==> config.mk <==
export PLATFORM = sky130hd
export DESIGN_NAME = mem_port_arbiter
export DESIGN_NICKNAME = d
export VERILOG_FILES = /design/src/rtl/mem_port_arbiter.sv
export SDC_FILE = /design/constraint.sdc
export NUM_CORES = 1
export LEC_CHECK = 0
export CORE_AREA = 2 2 92 94
export CTS_CLUSTER_SIZE = 25
export DETAILED_ROUTE_END_ITERATION = 7
export DIE_AREA = 0 0 94 96
export HOLD_SLACK_MARGIN = 0.15
export PLACE_DENSITY_LB_ADDON = 0.15
export SYNTH_ARGS = -nofsm -noshare
export SYNTH_HDL_FRONTEND = slang
export SYNTH_SLANG_ARGS = --single-unit
export TNS_END_PERCENT = 10
==> constraint.sdc <==
create_clock -name clk -period 4.4 [get_ports clk]
set_clock_uncertainty 0.1 [all_clocks]
set_input_delay 0.88 -clock clk [delete_from_list [all_inputs] [get_ports clk]]
set_output_delay 0.88 -clock clk [all_outputs]
set_load 0.05 [all_outputs]
==> src/rtl/mem_port_arbiter.sv <==
// Arbitrates one fixed-latency single-port memory between fetch and data requesters.
// Optional conflict performance counter is built when ARB_PERF_CNT_EN is defined.
module mem_port_arbiter #(
    parameter int ADDR_W     = 16,
    parameter int DATA_W     = 32,
    parameter int MEM_LAT    = 2,
    parameter int STARVE_MAX = 4,
    parameter int CNT_W      = 16
) (
    input  logic              clk,
    input  logic              rst,
    input  logic              halt_sys,
    input  logic              f_req,
    input  logic [ADDR_W-1:0] f_addr,
    output logic              f_gnt,
    output logic              f_rvalid,
    output logic [DATA_W-1:0] f_rdata,
    input  logic              d_req,
    input  logic              d_we,
    input  logic [ADDR_W-1:0] d_addr,
    input  logic [DATA_W-1:0] d_wdata,
    output logic              d_gnt,
    output logic              d_rvalid,
    output logic [DATA_W-1:0] d_rdata,
    output logic              mem_en,
    output logic              mem_we,
    output logic [ADDR_W-1:0] mem_addr,
    output logic [DATA_W-1:0] mem_wdata,
    input  logic [DATA_W-1:0] mem_rdata,
    output logic              busy,
    output logic [CNT_W-1:0]  conflict_cnt
);

    // Handshake: a requester holds req until it sees gnt high in the same cycle;
    // the matching rvalid pulse arrives exactly MEM_LAT cycles after that grant.

    typedef enum logic [1:0] {IDLE, WAIT, RESP} state_t;

    localparam logic [3:0] LAT_INIT   = 4'(MEM_LAT - 1);
    localparam logic [7:0] STARVE_LIM = 8'(STARVE_MAX);

    state_t     state;
    logic [3:0] lat_cnt;
    logic       owner;      // 0 = fetch, 1 = data
    logic       owner_we;
    logic [7:0] starve_cnt;

    logic grant_ok;
    logic f_win;
    logic d_win;
    logic resp;

    always_comb begin
        grant_ok = !rst && !halt_sys && (state == IDLE || state == RESP);
        f_win    = grant_ok && f_req && (!d_req || starve_cnt >= STARVE_LIM);
        d_win    = grant_ok && d_req && !f_win;
        resp     = !rst && (state == RESP);
    end

    assign f_gnt     = f_win;
    assign d_gnt     = d_win;
    assign mem_en    = f_win || d_win;
    assign mem_we    = d_win && d_we;
    assign mem_addr  = f_win ? f_addr : (d_win ? d_addr : '0);
    assign mem_wdata = d_win ? d_wdata : '0;

    assign f_rvalid  = resp && !owner;
    assign d_rvalid  = resp && owner;
    assign f_rdata   = f_rvalid ? mem_rdata : '0;
    assign d_rdata   = (d_rvalid && !owner_we) ? mem_rdata : '0;
    assign busy      = (state != IDLE);

    always_ff @(posedge clk) begin
        if (rst) begin
            state      <= IDLE;
            lat_cnt    <= '0;
            owner      <= 1'b0;
            owner_we   <= 1'b0;
            starve_cnt <= '0;
        end else begin
            if (f_win || d_win) begin
                owner    <= d_win;
                owner_we <= d_win && d_we;
                lat_cnt  <= LAT_INIT;
                state    <= (MEM_LAT == 1) ? RESP : WAIT;
            end else if (state == WAIT) begin
                lat_cnt <= lat_cnt - 4'd1;
                if (lat_cnt == 4'd1) begin
                    state <= RESP;
                end
            end else if (state == RESP) begin
                state <= IDLE;
            end

            // Denied fetch cycles count even while halted or waiting.
            if (f_win) begin
                starve_cnt <= '0;
            end else if (f_req && starve_cnt < STARVE_LIM) begin
                starve_cnt <= starve_cnt + 8'd1;
            end
        end
    end

`ifdef ARB_PERF_CNT_EN
    logic [CNT_W-1:0] conflict_q;

    always_ff @(posedge clk) begin
        if (rst) begin
            conflict_q <= '0;
        end else if (f_req && d_req && conflict_q != '1) begin
            conflict_q <= conflict_q + 1'b1;
        end
    end

    assign conflict_cnt = conflict_q;
`else
    assign conflict_cnt = '0;
`endif

endmodule
[Word level (Yosys, flattened, before mapping)]
Index checks and enable logic that the tools add are counted.
Word-level totals
  flip-flop bits (word level): 16
  bits of input ports: 102
  word-level logic and storage cells: 57
  output and inout bits: 135
Operators by class
  multiplexer cells: 11
  $lt $le $gt $ge: 2
  reduce and logical (&&, ||, !) cells: 30
  $add $sub $neg: 2
  equal/unequal tests: 5
Operators by type and width (count)
  two-way mux 32 bit: 3
  two-way mux 16 bit: 2
  logical AND 1 bit: 12
  adder 8 x 1 -> 8 bit, second input constant: 1
  greater-or-equal comparator 8 x 3 -> 1 bit, second input constant: 1
  < comparator 8 x 3 -> 1 bit, second input constant: 1
  zero test 1 bit: 6
  two-way mux 2 bit: 3
  nonzero test 2 bit: 3
  equality test 4 x 1 -> 1 bit, second input constant: 1
  AND reduction 2 bit: 2
  OR reduction 2 bit: 2
  subtractor 4 x 1 -> 4 bit, second input constant: 1
  logical OR 1 bit: 3
  two-way mux 1 bit: 3
  inequality test 3 x 2 -> 1 bit, second input constant: 1
  nonzero test 3 bit: 1
  equality test 2 x 1 -> 1 bit, second input constant: 1
  equality test 2 bit, second input constant: 1
  zero test 2 bit: 1
  inequality test 2 x 1 -> 1 bit, second input constant: 1

[Longest topological paths before layout]
Gate-level depths: netlist of the first run.
  depth in word-level cells: 10
  depth in mapped cells: 6
  depth with buffers taken out: 5

[Worst setup path after synthesis of the first run]
OpenSTA, ideal clock, no wires.
  path type: input to output
  from: in rst
  to: out mem_addr[0]
  arrival time: 2557 ps
  stages on the path: 6
  path slack: 863 ps
  required time: 3420 ps
  cells stage by stage: buf_2 nor3_1 buf_2 buf_2 nand2_1 o22ai_1
Between the ends
  word-level cells in the longest chain between the ends: 9
  elaborated cells between the ends (all ways): 10
RTL lines
  start, declared: line 11  | input logic rst,
  zero test 1 bit (*): line 54  | grant_ok = !rst && !halt_sys && (state == IDLE || state == RESP);
  logical AND 1 bit (*) (2 in a row): line 54
  logical AND 1 bit (2 in a row): line 55  | f_win = grant_ok && f_req && (!d_req || starve_cnt >= STARVE_LIM);
  zero test 1 bit: line 56  | d_win = grant_ok && d_req && !f_win;
  logical AND 1 bit: line 56
  two-way mux 16 bit: line 64  | assign mem_addr = f_win ? f_addr : (d_win ? d_addr : '0);
  two-way mux 16 bit (*): line 64
  end, declared: line 27  | output logic [ADDR_W-1:0] mem_addr,
Mark *: on every way between the ends. The rest lies on a longest branch, timed or not.

[Final worst setup path of the first run]
  from: in d_req
  to: out mem_wdata[19]
Between the ends
  word-level cells in the longest chain between the ends: 6
  elaborated cells between the ends (all ways): 7
RTL lines
  start, declared: line 18  | input logic d_req,
  zero test 1 bit: line 55
  logical OR 1 bit: line 55
  logical AND 1 bit: line 55
  zero test 1 bit: line 56
  logical AND 1 bit (*): line 56
  two-way mux 32 bit (*): line 65  | assign mem_wdata = d_win ? d_wdata : '0;
  end, declared: line 28  | output logic [DATA_W-1:0] mem_wdata,
Marked as above.

==> results of run 1 <==
[kinds of logic after synthesis]
kind of cell,Yosys count
adder cells (fa/ha/maj),4
AO/OA/AOI/OAI,37
other,1
AND/OR/NAND/NOR,169
flip-flops,16
buffers and inverters,45
XOR/XNOR,2
[layer usage]
layer  vias up  routed length, µm
li1       1315                  -
met1      1205               3570
met2       100               5450
met3        14                730
met4         0                214
met5         -                  0
[state kept, by name, summed over array words and instances, names as in the netlist]
| signal | flops |
|---|---|
| state | 2 |
| starve_cnt | 8 |
| lat_cnt | 4 |
| owner | 1 |
| owner_we | 1 |
[worst min-delay path: cells and delay by family (launching register included)]
family,cells,cell delay (ns)
flip-flops,1,0.30
buffers and inverters,1,0.06
AO/OA/AOI/OAI,1,0.06
[cells in the final DEF (no fill, tap or decap), types with 2 or more instances in the layout]
cell	n
conb_1	16
nor3b_1	5
and2_1	64
or3b_2	3
clkbuf_8	4
a21oi_1	6
nand3b_1	2
and3_1	33
buf_12	116
and3_2	2
buf_4	5
inv_1	8
o21ai_1	2
o22ai_1	17
clkdlybuf4s50_1	103
nor2_1	11
o2111ai_1	2
nand2_1	34
nand4_1	2
dfxtp_1	16
ha_1	4
nor2b_1	3
nor3_1	2
[final timing paths]
kind,startpoint,slack [ns],cells past startpoint,end
worst max-delay path,d_req,0.46,5,mem_wdata[19]
worst min register to register,owner_we,0.37,2,owner_we
worst max register to register,state[0],2.64,3,starve_cnt[0]
worst min-delay path,owner_we,0.37,2,owner_we
[per-stage QoR]
stage	setup slack (ns)	cell area (µm²)	utilization, %	total power [W]
final	0.462	5330	66.2	0.000665
after global routing	0.290	5330	66.2	0.000694
after CTS	0.469	5330	66.2	0.000669
after detailed placement	0.471	5270	65.5	0.000537
after global placement	0.504	5270	65.5	0.000531
after floorplan	0.863	1980	-	0.000349
[final cells by class]
cell class                 instances  area, µm²  area share, %
timing repair buffer             224       3390           63.6
sequential                        16        320           6.01
clock buffer                       4       55.1           1.03
tap                              105        131           2.47
multi-input combinational        228       1400           26.3
inverter                           8       30.0          0.564
[power groups by stage]
stage | registers (W) | clock network, W | logic (W)
after floorplan | 0.000159 | 0 | 0.000191
after global placement | 0.000162 | 0 | 0.000369
after detailed placement | 0.000162 | 0 | 0.000375
after CTS | 0.000159 | 0.000134 | 0.000376
after global routing | 0.000160 | 0.000140 | 0.000395
final | 0.000159 | 0.000131 | 0.000375
==> results.toml, run 1 <==
[outcome]
status = "finished, final reports clean"

[clock_tree]
ctsHtreeMaxLevel = 1
cts_made_buffers = 3
holdBufCountCts = 0
cts_root_buf = "clkbuf_8"
clk_pin_slew_ns = 0.06
cts_max_path_buffers = 2
cts_setup_buffers = 0
tritoncts = "yes"
cts.sinks = 16
postCtsResizedCells = 0
insertion_delay_ns = 0.25

[yosys]
synth_area_leader_cell = "and2_1"
synth-compound-area-share_pct = 13.8
yosys.area_share.simple_pct = 51.8
syn_area_um2 = 1920
synth_area_leaders = "and2_1, dfxtp_1, and3_1"
synth-edff-count = 0
synth.avg_cell_area_um2 = 7.01
seq_area_frac_synth_pct = 16.7
yosys_warnings = 0
synth-adder-area-share_pct = 2.60
synth-seq-cells = 16
syn_inst = 274
synth_top_cell_area_share_pct = 20.8
ys.flop_type = "dfxtp_1"
yosysMostFrequentCell = "and2_1"
synth_top_family_by_area = "simple AND/OR/NAND/NOR gates"
synth-async-reset-ratio_pct = 0
muxShareOfSynthArea_pct = 0
synth_commonest_cells = "and2_1, nand2_1, and3_1"
synth-xor-area-share_pct = 0.911
synth_cell_types = 42

[die]
dieArea_um2 = 9020
die_y_um = 96
start_util_pct = 23.9
core_area_um2 = 8050
io_pins = 237
die_w_um = 94
rows = 33

[worst_setup_path]
cp-end-kind = "output port"
cp.arrival_ns = 2.96
path_cells = "clkdlybuf4s50_1, or3b_2, o21bai_4, and3_1, buf_12"
path_delay_family = "simple AND/OR/NAND/NOR gates"
critPathMaxStageDelay_ns = 0.60
crit_required_ns = 3.42
worst-path-buf-inv = 2
critPathLaunchType = "primary input"
worstSetupPathType = "in2out"
crit_fanout = 32
cp_slowest_cell = "clkdlybuf4s50_1"

[routing]
first_pass_iters = 4
drtIter0Drc = 69
route.detailed.drc = 0
wl_per_cell_um = 17.0
dr_total_vias = 2634
viasPerCell = 4.50
antenna_left = 0
finalWirelength_um = 9970

[placed_design]
dpl.hpwl_um = 8380
dpl.cell_count = 581
place_congestion = 0.828
portBuffers = 220

[timing]
tightestPinTransition_ns = 0.630
hold_ws_ns = 0.367
tns_ns = 0
rsz0062_at_grt = "no"
period_needed_ns = 3.94
drv_slew = 0
finalHoldViolations = 0
maxSlewHeadroom_pct = 57.6
max_freq_mhz = 254
setup-violations-final = 0
fin_crit_sh_pct = 89.5

[cells_and_area]
n_antenna_cell = 0
fill_cells = 655
final_net_count = 587
area_delta_synth_final_pct = 177
final_layout_size_suffix_gt1_share_pct = 29.0
final_cells = 585

[global_routing]
grtUsageMet1_pct = 23.4
grtUsageMet2_pct = 38.7
grt_max_degree = 67
gr-total-overflow = 0
met3_usage_pct = 4.70
grt_pass1_vias = 2490
grtUsageTotal_pct = 20.7
grt_busiest_layer = "met2"
grt_first_pass_wirelength_um = 14600
antenna_found_initial = 0

[power_and_ir_drop]
p_int_w = 0.000415
power_frac_seq_pct = 23.9
powerDensity_nw_per_um2 = 125
switching_share_pct = 37.6
power.leakage_nw = 2.23
irDropWorstVdd_v = 0.000195
p_comb_share_pct = 56.4
power.switching_w = 0.000250
clkPwrFrac_pct = 19.7

[flow_run]
cap_violations = 0

[hold_path]
hold_path_class = "reg2reg"
Power figures use the tool's default switching activity.
==> inputs of run 2 (changes only) <==
- CORE_AREA: 2 2 92 94 -> 2 2 119 63
- DIE_AREA: 0 0 94 96 -> 0 0 121 65
==> run 2 against run 1 <==
  * Largest power group unchanged
  * Cell count down 1.7%
  * Combinational power down 1%
  * Critical path type unchanged
  * Count of clock-buffer cells in the layout down 1
  * Critical path depth unchanged
==> results.toml, run 2 (synthesis gave the netlist of run 1 again) <==
[hold_path]
hold_path_class = "reg2reg"
hold_depth = 2
worstHoldStart = "owner_we"
min_to = "owner_we"

[placed_design]
pre_cts_ws_ns = 0.461
dpl.hpwl_um = 8530
portBuffers = 220
place_congestion = 0.872

[worst_setup_path]
path_cells = "clkdlybuf4s50_1, or3b_2, o21bai_4, and3_1, buf_12"
crit_fanout = 32
path_delay_family = "simple AND/OR/NAND/NOR gates"
cp.arrival_ns = 2.99
critPathLaunchType = "primary input"
critPathMaxStageDelay_ns = 0.61
cp_slowest_cell = "clkdlybuf4s50_1"
cp-end-kind = "output port"
rr_worst_depth = 3
crit_required_ns = 3.42
r2r-end = "starve_cnt[0]"
cp-startpoint = "d_req"
worstSetupPathType = "in2out"
worst-path-buf-inv = 2
r2r_start = "state[0]"
rrSetupSlack_ns = 2.62

[cells_and_area]
multi_input_area_um2 = 1400
final_net_count = 587
final_layout_size_suffix_gt1_share_pct = 28.8
top_regs = "starve_cnt (8), lat_cnt (4), state (2)"
regMostFlops = "starve_cnt"
mostFrequentLayoutCells = "buf_12, clkdlybuf4s50_1, and2_1"
area_delta_synth_final_pct = 175
final_common_cell = "buf_12"
ff_latch_area_um2 = 320
largest_reg_flops = 8
fill_cells = 488
n_antenna_cell = 0

[die]
io_pins = 237
die_y_um = 65
start_util_pct = 27.6
core_area_um2 = 6960
die_w_um = 121
rows = 22
dieArea_um2 = 7870

[clock_tree]
cts_root_buf = "clkbuf_16"
cts.sinks = 16
cts_made_buffers = 3
insertion_delay_ns = 0.25
holdBufCountCts = 0
postCtsResizedCells = 0
ctsHtreeMaxLevel = 1
tritoncts = "yes"
cts_max_path_buffers = 2
clk_pin_slew_ns = 0.05
cts_setup_buffers = 0

[routing]
drtIter0Drc = 127
route.detailed.drc = 0
finalWirelength_um = 10100
dr_total_vias = 2635
viasPerCell = 4.58
first_pass_iters = 4
wl_per_cell_um = 17.6
antenna_left = 0

[global_routing]
gr-total-overflow = 0
grt_max_degree = 68
grt_pass1_vias = 2388
grtUsageTotal_pct = 24.5
grt_first_pass_wirelength_um = 14800
antenna_found_initial = 0

[timing]
rsz0062_at_grt = "no"
fin_ws_ns = 0.430
tightestPinTransition_ns = 0.641
max_freq_mhz = 252
tns_ns = 0
drv_slew = 0
setup-violations-final = 0
maxSlewHeadroom_pct = 56.9
finalHoldViolations = 0
period_needed_ns = 3.97
fin_crit_sh_pct = 90.2

[power_and_ir_drop]
power.leakage_nw = 2.22
powerDensity_nw_per_um2 = 133
irDropWorstVdd_v = 0.000290

[flow_run]
cap_violations = 0

[outcome]
status = "finished, final reports clean"
## run 2: changes by cell type in the layout (fill, tap and decap cells not counted), sizes merged
cell	change
clkbuf	-1
## run 2: worst max-delay path by stage
stage	endpoint	slack (ns)	depth (start not counted)
floorplan	mem_addr[0]	0.86	6
global placement	mem_wdata[9]	0.53	5
detailed placement	mem_wdata[17]	0.46	5
CTS	mem_wdata[21]	0.45	5
global route	mem_wdata[8]	0.31	5
finish	mem_wdata[21]	0.43	5
## run 2: area by class of cell
type                       instances  area share, %
sequential                        16           6.06
multi-input combinational        228           26.5
clock buffer                       3           1.42
inverter                           8          0.568
timing repair buffer             224           63.2
tap                               96           2.27
## run 2: through the flow
step	power [W]	cells	hold slack (ns)	utilization [%]	cell area (µm²)
2_1_floorplan	0.000349	289	0.328	-	1980
3_3_place_gp	0.000524	572	0.340	74.8	5210
3_5_place_dp	0.000532	572	0.350	74.8	5210
4_1_cts	0.000704	575	0.356	75.9	5290
5_1_grt	0.000733	575	0.378	75.9	5290
6_report	0.000703	575	0.353	75.9	5290
## run 2: tightest hold or removal path, stage by stage, from the launching register on
cell and delay (ns):
dfxtp_1 0.30, inv_1 0.05, o22ai_1 0.05
## run 2: layer usage
metal / track usage [%] / wire [µm] / up-vias / part of all wire, %
li1: - / - / 1310 / -
met1: 32.9 / 4490 / 1222 / 44
met2: 39.8 / 4770 / 89 / 47
met3: 7.04 / 757 / 14 / 7.5
met4: 3.92 / 129 / 0 / 1.3
met5: 0 / 0 / - / 0
## run 2: power by group
group,total (W),internal (W),leakage [nW],switching [W]
Sequential,0.000160,0.000151,0.130,0.00000831
Combinational,0.000371,0.000180,2.05,0.000191
Clock,0.000172,0.000119,0.0370,0.0000528
Total,0.000703,0.000451,2.22,0.000252
